### src/rtl/cv32e40p_x_disp_mo.sv
// cv32e40p_x_disp_mo: multi-outstanding CORE-V-XIF dispatcher with in-flight table and per-register writer scoreboard.
// Define CV32E40P_X_RESULT_ID_CHECK_EN to match results by ID (else results retire the oldest entry).
module cv32e40p_x_disp_mo #(
    parameter int X_ID_WIDTH      = 4,
    parameter int MAX_OUTSTANDING = 4,
    parameter int SB_CNT_WIDTH    = 2,
    parameter int MEM_CNT_WIDTH   = 4
) (
    input  logic                                 clk_i,
    input  logic                                 rst_i,
    input  logic                                 x_illegal_insn_dec_i,
    input  logic                                 x_branch_or_jump_i,
    input  logic                                 id_ready_i,
    input  logic [4:0]                           x_waddr_id_i,
    input  logic [2:0][4:0]                      x_rs_addr_i,
    input  logic [2:0]                           x_regs_used_i,
    input  logic [4:0]                           x_waddr_ex_i,
    input  logic [4:0]                           x_waddr_wb_i,
    input  logic                                 x_we_ex_i,
    input  logic                                 x_we_wb_i,
    input  logic                                 x_data_req_dec_i,
    input  logic                                 flush_i,
    output logic                                 x_issue_valid_o,
    input  logic                                 x_issue_ready_i,
    input  logic                                 x_issue_resp_accept_i,
    input  logic                                 x_issue_resp_writeback_i,
    input  logic                                 x_issue_resp_loadstore_i,
    output logic [X_ID_WIDTH-1:0]                x_issue_req_id_o,
    output logic [2:0]                           x_issue_req_rs_valid_o,
    output logic                                 x_commit_valid_o,
    output logic [X_ID_WIDTH-1:0]                x_commit_id_o,
    output logic                                 x_commit_kill_o,
    input  logic                                 x_result_valid_i,
    output logic                                 x_result_ready_o,
    input  logic [X_ID_WIDTH-1:0]                x_result_id_i,
    input  logic [4:0]                           x_result_rd_i,
    input  logic                                 x_result_we_i,
    input  logic                                 x_mem_valid_i,
    output logic                                 x_mem_ready_o,
    output logic                                 x_mem_data_req_o,
    output logic                                 x_stall_o,
    output logic                                 x_illegal_insn_o,
    output logic [$clog2(MAX_OUTSTANDING+1)-1:0] x_outstanding_o,
    output logic                                 x_protocol_err_o
);
    localparam int NE = MAX_OUTSTANDING;
    localparam int OW = $clog2(NE + 1);
    localparam int SW = SB_CNT_WIDTH + 2;

    logic [X_ID_WIDTH-1:0]    id_q, id_d, commit_id_q, commit_id_d;
    logic                     offloaded_q, offloaded_d, commit_valid_q, commit_valid_d, prot_err_q, prot_err_d;
    logic [MEM_CNT_WIDTH-1:0] mem_cnt_q, mem_cnt_d;
    logic [NE-1:0]            valid_q, valid_d, twe_q, twe_d, alloc_mask, kill_mask, res_mask;
    logic [X_ID_WIDTH-1:0]    tid_q [NE];
    logic [X_ID_WIDTH-1:0]    tid_d [NE];
    logic [4:0]               trd_q [NE];
    logic [4:0]               trd_d [NE];
    logic [SB_CNT_WIDTH-1:0]  sb_q [32];
    logic [SB_CNT_WIDTH-1:0]  sb_d [32];
    logic [OW-1:0]            cnt;
    logic [SW-1:0]            nxt;
    logic table_full, rd_sat, issue_valid, hs, acc, kill, res_v, mem_v, dep, inc, dk, dr, mem_inc, mem_dec;

    always_comb begin
        cnt        = '0;
        alloc_mask = '0;
        for (int e = NE - 1; e >= 0; e--) begin
            cnt = cnt + OW'(valid_q[e]);
            if (!valid_q[e]) alloc_mask = NE'(1) << e;
        end
        // A saturated mem-op counter blocks issue exactly like a full table.
        table_full  = (&valid_q) | (&mem_cnt_q);
        rd_sat      = &sb_q[x_waddr_id_i];
        issue_valid = ~rst_i & x_illegal_insn_dec_i & ~x_branch_or_jump_i & ~offloaded_q & ~table_full & ~rd_sat;
        hs          = issue_valid & x_issue_ready_i;
        acc         = hs & x_issue_resp_accept_i;
        kill        = commit_valid_q & flush_i;
        res_v       = x_result_valid_i & ~rst_i;
        mem_v       = x_mem_valid_i & ~rst_i;
        kill_mask   = '0;
        for (int e = 0; e < NE; e++)
            kill_mask[e] = kill & valid_q[e] & (tid_q[e] == commit_id_q);
    end

`ifdef CV32E40P_X_RESULT_ID_CHECK_EN
    always_comb begin
        res_mask = '0;
        for (int e = 0; e < NE; e++)
            res_mask[e] = res_v & valid_q[e] & ~kill_mask[e] & (tid_q[e] == x_result_id_i);
        prot_err_d = res_v & ~(|res_mask);
    end
`else
    logic [X_ID_WIDTH-1:0] age, best_age;
    logic                  unused_result_id;
    assign unused_result_id = ^x_result_id_i;
    // Oldest live entry is the one whose ID lies furthest behind the issue counter.
    always_comb begin
        res_mask = '0;
        best_age = '0;
        age      = '0;
        for (int e = 0; e < NE; e++) begin
            age = id_q - tid_q[e];
            if (res_v && valid_q[e] && !kill_mask[e] && (res_mask == '0 || age > best_age)) begin
                res_mask    = '0;
                res_mask[e] = 1'b1;
                best_age    = age;
            end
        end
        prot_err_d = 1'b0;
    end
`endif

    always_comb begin
        inc = 1'b0;
        dk  = 1'b0;
        dr  = 1'b0;
        nxt = '0;
        for (int r = 0; r < 32; r++) begin
            inc = acc & x_issue_resp_writeback_i & (x_waddr_id_i == 5'(r));
            dk  = 1'b0;
            for (int e = 0; e < NE; e++)
                dk = dk | (kill_mask[e] & twe_q[e] & (trd_q[e] == 5'(r)));
            dr    = (|res_mask) & x_result_we_i & (x_result_rd_i == 5'(r));
            nxt   = {2'b00, sb_q[r]} + SW'(inc) - SW'(dk) - SW'(dr);
            sb_d[r] = (r == 0 || nxt[SW-1]) ? '0 : nxt[SB_CNT_WIDTH-1:0];
        end
    end

    always_comb begin
        valid_d = (valid_q & ~kill_mask & ~res_mask) | (acc ? alloc_mask : '0);
        tid_d   = tid_q;
        trd_d   = trd_q;
        twe_d   = twe_q;
        for (int e = 0; e < NE; e++)
            if (acc && alloc_mask[e]) begin
                tid_d[e] = id_q;
                trd_d[e] = x_waddr_id_i;
                twe_d[e] = x_issue_resp_writeback_i;
            end
        id_d           = hs ? id_q + X_ID_WIDTH'(1) : id_q;
        offloaded_d    = id_ready_i ? 1'b0 : (acc | offloaded_q);
        commit_valid_d = hs;
        commit_id_d    = id_q;
        mem_inc        = acc & x_issue_resp_loadstore_i & ~(&mem_cnt_q);
        mem_dec        = mem_v & (mem_cnt_q != '0);
        mem_cnt_d      = (mem_inc & ~mem_dec) ? mem_cnt_q + MEM_CNT_WIDTH'(1) :
                         (mem_dec & ~mem_inc) ? mem_cnt_q - MEM_CNT_WIDTH'(1) : mem_cnt_q;
    end

    always_comb begin
        dep                    = 1'b0;
        x_issue_req_rs_valid_o = '0;
        for (int i = 0; i < 3; i++) begin
            x_issue_req_rs_valid_o[i] = (x_rs_addr_i[i] == 5'd0) |
                ~((sb_q[x_rs_addr_i[i]] != '0) | (x_we_ex_i & (x_waddr_ex_i == x_rs_addr_i[i])) |
                  (x_we_wb_i & (x_waddr_wb_i == x_rs_addr_i[i])));
            dep = dep | (x_regs_used_i[i] & (sb_q[x_rs_addr_i[i]] != '0));
        end
    end

    assign x_issue_valid_o  = issue_valid;
    assign x_issue_req_id_o = id_q;
    assign x_commit_valid_o = commit_valid_q;
    assign x_commit_id_o    = commit_id_q;
    assign x_commit_kill_o  = kill;
    assign x_result_ready_o = ~rst_i;
    assign x_mem_ready_o    = mem_v;
    assign x_mem_data_req_o = mem_v;
    assign x_illegal_insn_o = hs & ~x_issue_resp_accept_i;
    assign x_outstanding_o  = cnt;
    assign x_protocol_err_o = prot_err_q;
    assign x_stall_o = (issue_valid & ~x_issue_ready_i) | dep | (x_data_req_dec_i & (mem_cnt_q != '0)) |
                       (x_illegal_insn_dec_i & x_branch_or_jump_i) | (x_illegal_insn_dec_i & (table_full | rd_sat)) |
                       (x_mem_valid_i & ~hs);

    always_ff @(posedge clk_i or posedge rst_i) begin
        if (rst_i) begin
            id_q           <= '0;
            commit_id_q    <= '0;
            offloaded_q    <= 1'b0;
            commit_valid_q <= 1'b0;
            prot_err_q     <= 1'b0;
            mem_cnt_q      <= '0;
            valid_q        <= '0;
            twe_q          <= '0;
            for (int e = 0; e < NE; e++) begin
                tid_q[e] <= '0;
                trd_q[e] <= '0;
            end
            for (int r = 0; r < 32; r++) sb_q[r] <= '0;
        end else begin
            id_q           <= id_d;
            commit_id_q    <= commit_id_d;
            offloaded_q    <= offloaded_d;
            commit_valid_q <= commit_valid_d;
            prot_err_q     <= prot_err_d;
            mem_cnt_q      <= mem_cnt_d;
            valid_q        <= valid_d;
            twe_q          <= twe_d;
            tid_q          <= tid_d;
            trd_q          <= trd_d;
            sb_q           <= sb_d;
        end
    end
endmodule

### config.mk
export PLATFORM = sky130hd
export DESIGN_NAME = cv32e40p_x_disp_mo
export DESIGN_NICKNAME = d
export VERILOG_FILES = /design/src/rtl/cv32e40p_x_disp_mo.sv
export SDC_FILE = /design/constraint.sdc
export NUM_CORES = 1
export LEC_CHECK = 0
export BUFFER_PORTS_ARGS = -buffer_cell sky130_fd_sc_hd__buf_2
export CAP_MARGIN = 15
export CORE_MARGIN = 3
export CORE_UTILIZATION = 50
export DETAILED_ROUTE_END_ITERATION = 7
export HOLD_SLACK_MARGIN = 0.05
export PLACE_DENSITY = 0.76
export SETUP_SLACK_MARGIN = 0.02
export SLEW_MARGIN = 10
export SYNTH_ARGS = -nofsm -noshare
export SYNTH_HDL_FRONTEND = slang
export SYNTH_SLANG_ARGS = --single-unit
### constraint.sdc
create_clock -name clk_i -period 10.1 [get_ports clk_i]
set_clock_uncertainty 0.2 [all_clocks]
set_input_delay 1.515 -clock clk_i [delete_from_list [all_inputs] [get_ports clk_i]]
set_output_delay 1.515 -clock clk_i [all_outputs]
set_load 0.01 [all_outputs]
======== Word-level counts from Yosys, hierarchy flattened ========
Cells that the tools add are included.
operators by class
  add/sub/neg operators ................... 103
  equality and inequality tests ........... 196
  reductions and logical operators ........ 37
  order comparisons ....................... 7
  mux-type cells .......................... 58
  bitwise logic cells ..................... 365
operators by type and width
  kind                                                       number
  == test 5 bit (second input constant)                      96
  == test 5 x 4 -> 1 bit (second input constant)             48
  bitwise AND 1 bit                                          230
  subtractor 3 x 1 -> 4 bit                                  31
  subtractor 4 x 1 -> 4 bit                                  31
  == test 5 x 3 -> 1 bit (second input constant)             24
  OR 1 bit                                                   112
  adder 2 x 1 -> 3 bit                                       32
  two-way mux 2 bit                                          40
  == test 5 x 2 -> 1 bit (second input constant)             12
  two-way mux 4 bit                                          11
  binary-select mux 2 bit (select 5 bit)                     4
  == test 5 x 1 -> 1 bit (second input constant)             6
  == test 5 bit                                              6
  greater-or-equal comparator 6 bit (second input constant)  4
  NOT 5 -> 6 bit                                             4
  == test 4 bit                                              4
  subtractor 4 bit                                           4
  logical AND 1 bit                                          15
  logical NOT 5 bit                                          3
  NOT 1 bit                                                  14
  > comparator 4 bit                                         3
  logical NOT 4 bit                                          3
  adder 4 x 1 -> 4 bit (second input constant)               2
  15 further kinds                                           27
word-level totals
  register bits ........................... 120
  logic and storage cells ................. 815

======== Logic depth before layout (Yosys ltp) ========
  depth in word-level cells ............... 23
  gate-level depth with buffers ........... 30

======== Worst setup path after synthesis ========
Ideal clock, no wire load.
  kind .................................... in2reg
  start point ............................. input rst_i
  end point ............................... register valid_q[2]
  slack ................................... 462 ps
  stages on the path ...................... 27
  data arrival time ....................... 9301 ps
  buffers on the path ..................... 0
  library setup time ...................... 136 ps
  path through ............................ inv_1 -> nand2_1 -> nor2_1 -> nand2_1 -> ha_1 -> nor2b_1 -> o211ai_1 -> nand3b_1 -> a21oi_1 -> nor3_1 -> and2_1 -> nor2_1 -> ha_1 -> nor2b_1 -> o21a_1 -> o21a_1 -> o21ai_0 -> a211oi_2 -> o31ai_1 -> ha_1 -> nor2b_1 -> o21a_1 -> o21a_1 -> o21ai_0 -> a211oi_1 -> a211oi_1 -> o21bai_1
on the way
  word-level cells in the longest chain between the ends .. 20
  elaborated cells between the ends (all ways) .. 40
  classes of those cells .................. order compare: 3; mux: 8; bitwise: 12; reduce/logical: 17
RTL lines
  item                                                     RTL line  RTL
  start: declaration                                       10        input logic rst_i,
  NOT 1 bit *                                              74, 78
  bitwise AND 1 bit                                        78        res_v = x_result_valid_i & ~rst_i;
  logical AND 1 bit (2 in a row)                           103       if (res_v && valid_q[e] && !kill_mask[e] && (res_mask == '0 || age > best_age)) begin
  two-way mux 4 bit or two-way mux 1 bit (tied branches)   103
  > comparator 4 bit or logical NOT 4 bit (tied branches)  103
  logical OR 1 bit                                         103
  logical AND 1 bit                                        103
  two-way mux 4 bit or two-way mux 2 bit (tied branches)   103
  (+4 left out)                                            n/a
  > comparator 4 bit or logical NOT 4 bit (tied branches)  103
  logical OR 1 bit                                         103
  logical AND 1 bit                                        103
  two-way mux 4 bit                                        103
  NOT 4 bit                                                130       valid_d = (valid_q & ~kill_mask & ~res_mask) | (acc ? alloc_mask : '0);
  bitwise AND 4 bit                                        130
  OR 4 bit *                                               130
  via valid_d[2]                                           53        logic [NE-1:0] valid_q, valid_d, twe_q, twe_d, alloc_mask, kill_mask, res_mask;
  end signal: assignment                                   198       valid_q <= valid_d;
  end: declaration                                         53
The timed path passes the listed nets; every way through them passes the cells marked *.
A chain may end at the register's enable or synchronous reset.

======== Final worst setup path ========
  start point ............................. input flush_i
  end point ............................... register valid_q[2]
on the way
  word-level cells in the longest chain between the ends .. 21
  elaborated cells between the ends (all ways) .. 41
  classes of those cells .................. order compare: 3; mux: 7; bitwise: 14; reduce/logical: 17
RTL lines
  item                                                     RTL line  RTL
  start: declaration                                       22        input logic flush_i,
  bitwise AND 1 bit *                                      77        kill = commit_valid_q & flush_i;
  bitwise AND 1 bit (2 in a row)                           82        kill_mask[e] = kill & valid_q[e] & (tid_q[e] == commit_id_q);
  logical NOT 1 bit                                        103
  logical AND 1 bit                                        103
  two-way mux 4 bit or two-way mux 1 bit (tied branches)   103
  > comparator 4 bit or logical NOT 4 bit (tied branches)  103
  logical OR 1 bit                                         103
  logical AND 1 bit                                        103
  (+5 left out)                                            n/a
  > comparator 4 bit or logical NOT 4 bit (tied branches)  103
  logical OR 1 bit                                         103
  logical AND 1 bit                                        103
  two-way mux 4 bit                                        103
  NOT 4 bit                                                130
  bitwise AND 4 bit *                                      130
  OR 4 bit *                                               130
  via valid_d[2]                                           53
Marks and branches as above.

==> flow_metrics.env <==
export IMPL_pwr_share_comb=0.299
export IMPL_tightest_slew_ns=1.255
export IMPL_cp_start_kind="input pin"
export IMPL_syn_inst=1192
export IMPL_clockBufferDepth=2
export IMPL_fin_nets=1459
export IMPL_layout_common_cells="131 x inv_1, 125 x ha_1, 120 x dfrtp_1"
export IMPL_cap_violations=0
export IMPL_synthDominantCellAreaShare=0.2687
export IMPL_fp_dieW_um=155.5
export IMPL_dp_hpwl_um=23870
export IMPL_final_layout_size_suffix_gt1_frac=0.1374
export IMPL_final_core_util=0.5623
export IMPL_ys_flop_type="dfrtp_1"
export IMPL_ys_seq_area_frac=0.2687
export IMPL_grt_max_degree=63
export IMPL_post_cts_buffers=0
export IMPL_cts_root_buf="clkbuf_16"
export IMPL_die_h_um=155.5
export IMPL_postSynthAreaPerCell_um2=9.376
export IMPL_grt_first_pass_wirelength_um=48880
export IMPL_cts_made_buffers=17
export IMPL_synthArstFlopShare=1.000
export IMPL_synthesis_area_mm2=0.01118
export IMPL_cts_resized=0
export IMPL_max_slew_margin=0.1571
export IMPL_cp_common_cell="o21a_1"
export IMPL_n_antenna_cell=0
export IMPL_max_vdd_ir_drop_v=0.0001146
export IMPL_ys_ff_latch=120
export IMPL_critPathRequiredTime_ns=10.18
export IMPL_ctsHoldBuffers=0
export IMPL_slew_violations=0
export IMPL_areaGrowthSynthToFinish_pct=10.14
export IMPL_antenna_left=0
export IMPL_start_util=0.5105
export IMPL_setup_tns_ns=0
export IMPL_dp_cells=1500
export IMPL_crit_path_end_kind="flop"
export IMPL_grt_ovfl_total=0
export IMPL_first_global_vias=9006
export IMPL_io_buffers=75
export IMPL_rsz0062_at_grt="false"
export IMPL_core_region_area_mm2=0.02189
export IMPL_reg2reg_slack_ns=3.28
export IMPL_fp_dieArea_mm2=0.02418
export IMPL_grtUsageTotal=0.2582
export IMPL_path_max_fanout=9
export IMPL_synth_net_count=1412
export IMPL_p_leak_nw=5.942
export IMPL_final_common_cell="inv_1"
export IMPL_fin_crit_ns=7.239
export IMPL_setup_violations=0
export IMPL_stdcell_count=1532
export IMPL_yosys_area_top_type="dfrtp_1"
export IMPL_clk_pin_slew_ns=0.06
export IMPL_htreeDepth=4
export IMPL_ys_types=66
export IMPL_ys_warn_count=0
export IMPL_first_pass_iters=6
export IMPL_p_per_area_mw_per_mm2=150.2
export IMPL_arrival_ns=7.32
export IMPL_drtIter0Drc=768
export IMPL_synth_area_leaders="dfrtp_1 27%, ha_1 14%, fa_1 6.6%, mux4_2 5.0%, inv_1 4.4%"
export IMPL_critical_path_max_stage_delay_ns=0.67
export IMPL_outcome="complete, no violations"
export IMPL_fill_cells=1872
export IMPL_wl_per_cell_um=20.05
export IMPL_slowest_stage="nor3_1"
export IMPL_worstSkewPairLatency_ns=0.43
export IMPL_wl_um=30710
export IMPL_hold_violations=0
export IMPL_vias=9195
export IMPL_hold_path_class="flop to flop"
export IMPL_antenna_found_initial=0
export IMPL_numClockSinks=120
export IMPL_viasPerCell=6.002
export IMPL_fmax_ghz=0.1381
export IMPL_critical_path_class="input pin to flop"
export IMPL_p_clk_frac=0.348
export IMPL_gp_congestion=0.9714
export IMPL_synth_edf_count=0
export IMPL_std_cell_rows=54
export IMPL_drc=0
export IMPL_ios=81
export IMPL_netSwitchingFraction=0.3530
export IMPL_min_period_over_period=0.7167
export IMPL_seqPwrFrac=0.353
export IMPL_p_switching_w=0.0006527
export IMPL_power_internal_w=0.001196
export IMPL_cts_tree="done"
## sequential cells by signal, indices dropped and copies added, names as in the netlist
signal,count
twe_q,4
x_issue_req_id_o,4
mem_cnt_q,4
x_commit_id_o,4
trd_q,20
tid_q,16
offloaded_q,1
sb_q,62
x_commit_valid_o,1
valid_q,4
## synth_stat cells (all sizes together) (3+ instances only)
master / number
and3: 8
mux2i: 18
o22ai: 25
xor2: 35
clkbuf: 34
a22oi: 6
nand2b: 51
mux4: 25
nor4: 13
nand4: 5
inv: 132
nand2: 85
o31ai: 4
nor3: 26
a31oi: 6
or4: 3
fa: 37
a221oi: 30
a211oi: 12
ha: 125
a21oi: 20
and3b: 4
o32ai: 3
xnor2: 30
a21o: 6
nor3b: 11
nor2: 89
nand3b: 8
nand3: 25
and2: 69
o21a: 6
o21ai: 13
buf: 16
nor2b: 18
mux2: 44
dfrtp: 120
## metal layers
metal / vias up / wire, µm / track usage
met5: - / 0 / 0
met4: 0 / 1405 / 0.1167
met3: 89 / 2357 / 0.04506
met2: 447 / 14480 / 0.4221
met1: 4428 / 12470 / 0.3370
li1: 4231 / - / -
## logic make-up after synthesis
family	Yosys count	synth area share
buffers and inverters	182	0.06516
muxes	87	0.1108
adders and majority gates	162	0.2062
xor gates and xnor gates	65	0.05094
other	1	0.0003355
AOI/OAI and AO/OA	151	0.09852
DFF	120	0.2687
and+or+nand+nor	424	0.1993
## final cells by class
| type | count | area, µm² | area share |
|---|---|---|---|
| Clock buffer | 18 | 429.2 | 0.03486 |
| Clock inverter | 14 | 186.4 | 0.01515 |
| Inverter | 132 | 498.0 | 0.04046 |
| Multi-Input combinational cell | 890 | 7445 | 0.6048 |
| Sequential cell | 120 | 3003 | 0.2440 |
| Tap cell | 280 | 350.3 | 0.02846 |
| Timing Repair Buffer | 78 | 397.9 | 0.03232 |
## power by group through the flow
stage	Clock (W)	Combinational, W	Sequential (W)
floorplan	0	0.000415	0.000622
finish	0.000643	0.000552	0.000653
global placement	0	0.000530	0.000657
CTS	0.000649	0.000553	0.000653
detailed placement	0	0.000548	0.000661
global route	0.000673	0.000628	0.000667
## critical path, delay by kind of cell
family	cells	cell delay (ns)
and+or+nand+nor	11	2.09
AOI/OAI and AO/OA	14	2.74
buffers and inverters	1	0.10
adders and majority gates	3	0.89
## per-stage QoR
stage	cell area [µm²]	hold slack [ns]	setup slack [ns]	total power [W]
floorplan	11180	0.2330	0.4624	0.001037
CTS	12310	0.2870	2.955	0.001855
global route	12310	0.2996	2.392	0.001967
finish	12310	0.2896	2.861	0.001849
detailed placement	11690	0.2750	2.510	0.001209
global placement	11690	0.2718	2.672	0.001187
## final timing paths
| path | cells after the start | from | end |
|---|---|---|---|
| max | 29 | flush_i | valid_q[2]$_DFF_PP0_ |
| min | 1 | mem_cnt_q[3]$_DFFE_PP0P_ | mem_cnt_q[3]$_DFFE_PP0P_ |
| max reg2reg | 27 | x_issue_req_id_o[1]$_DFFE_PP0P_ | valid_q[2]$_DFF_PP0_ |
| min reg2reg | 1 | mem_cnt_q[3]$_DFFE_PP0P_ | mem_cnt_q[3]$_DFFE_PP0P_ |
| max in group asynchronous | 4 | rst_i | sb_q[54]$_DFF_PP0_ |
| min in group asynchronous | 3 | rst_i | sb_q[19]$_DFF_PP0_ |
(Power assumes the default switching activity.)
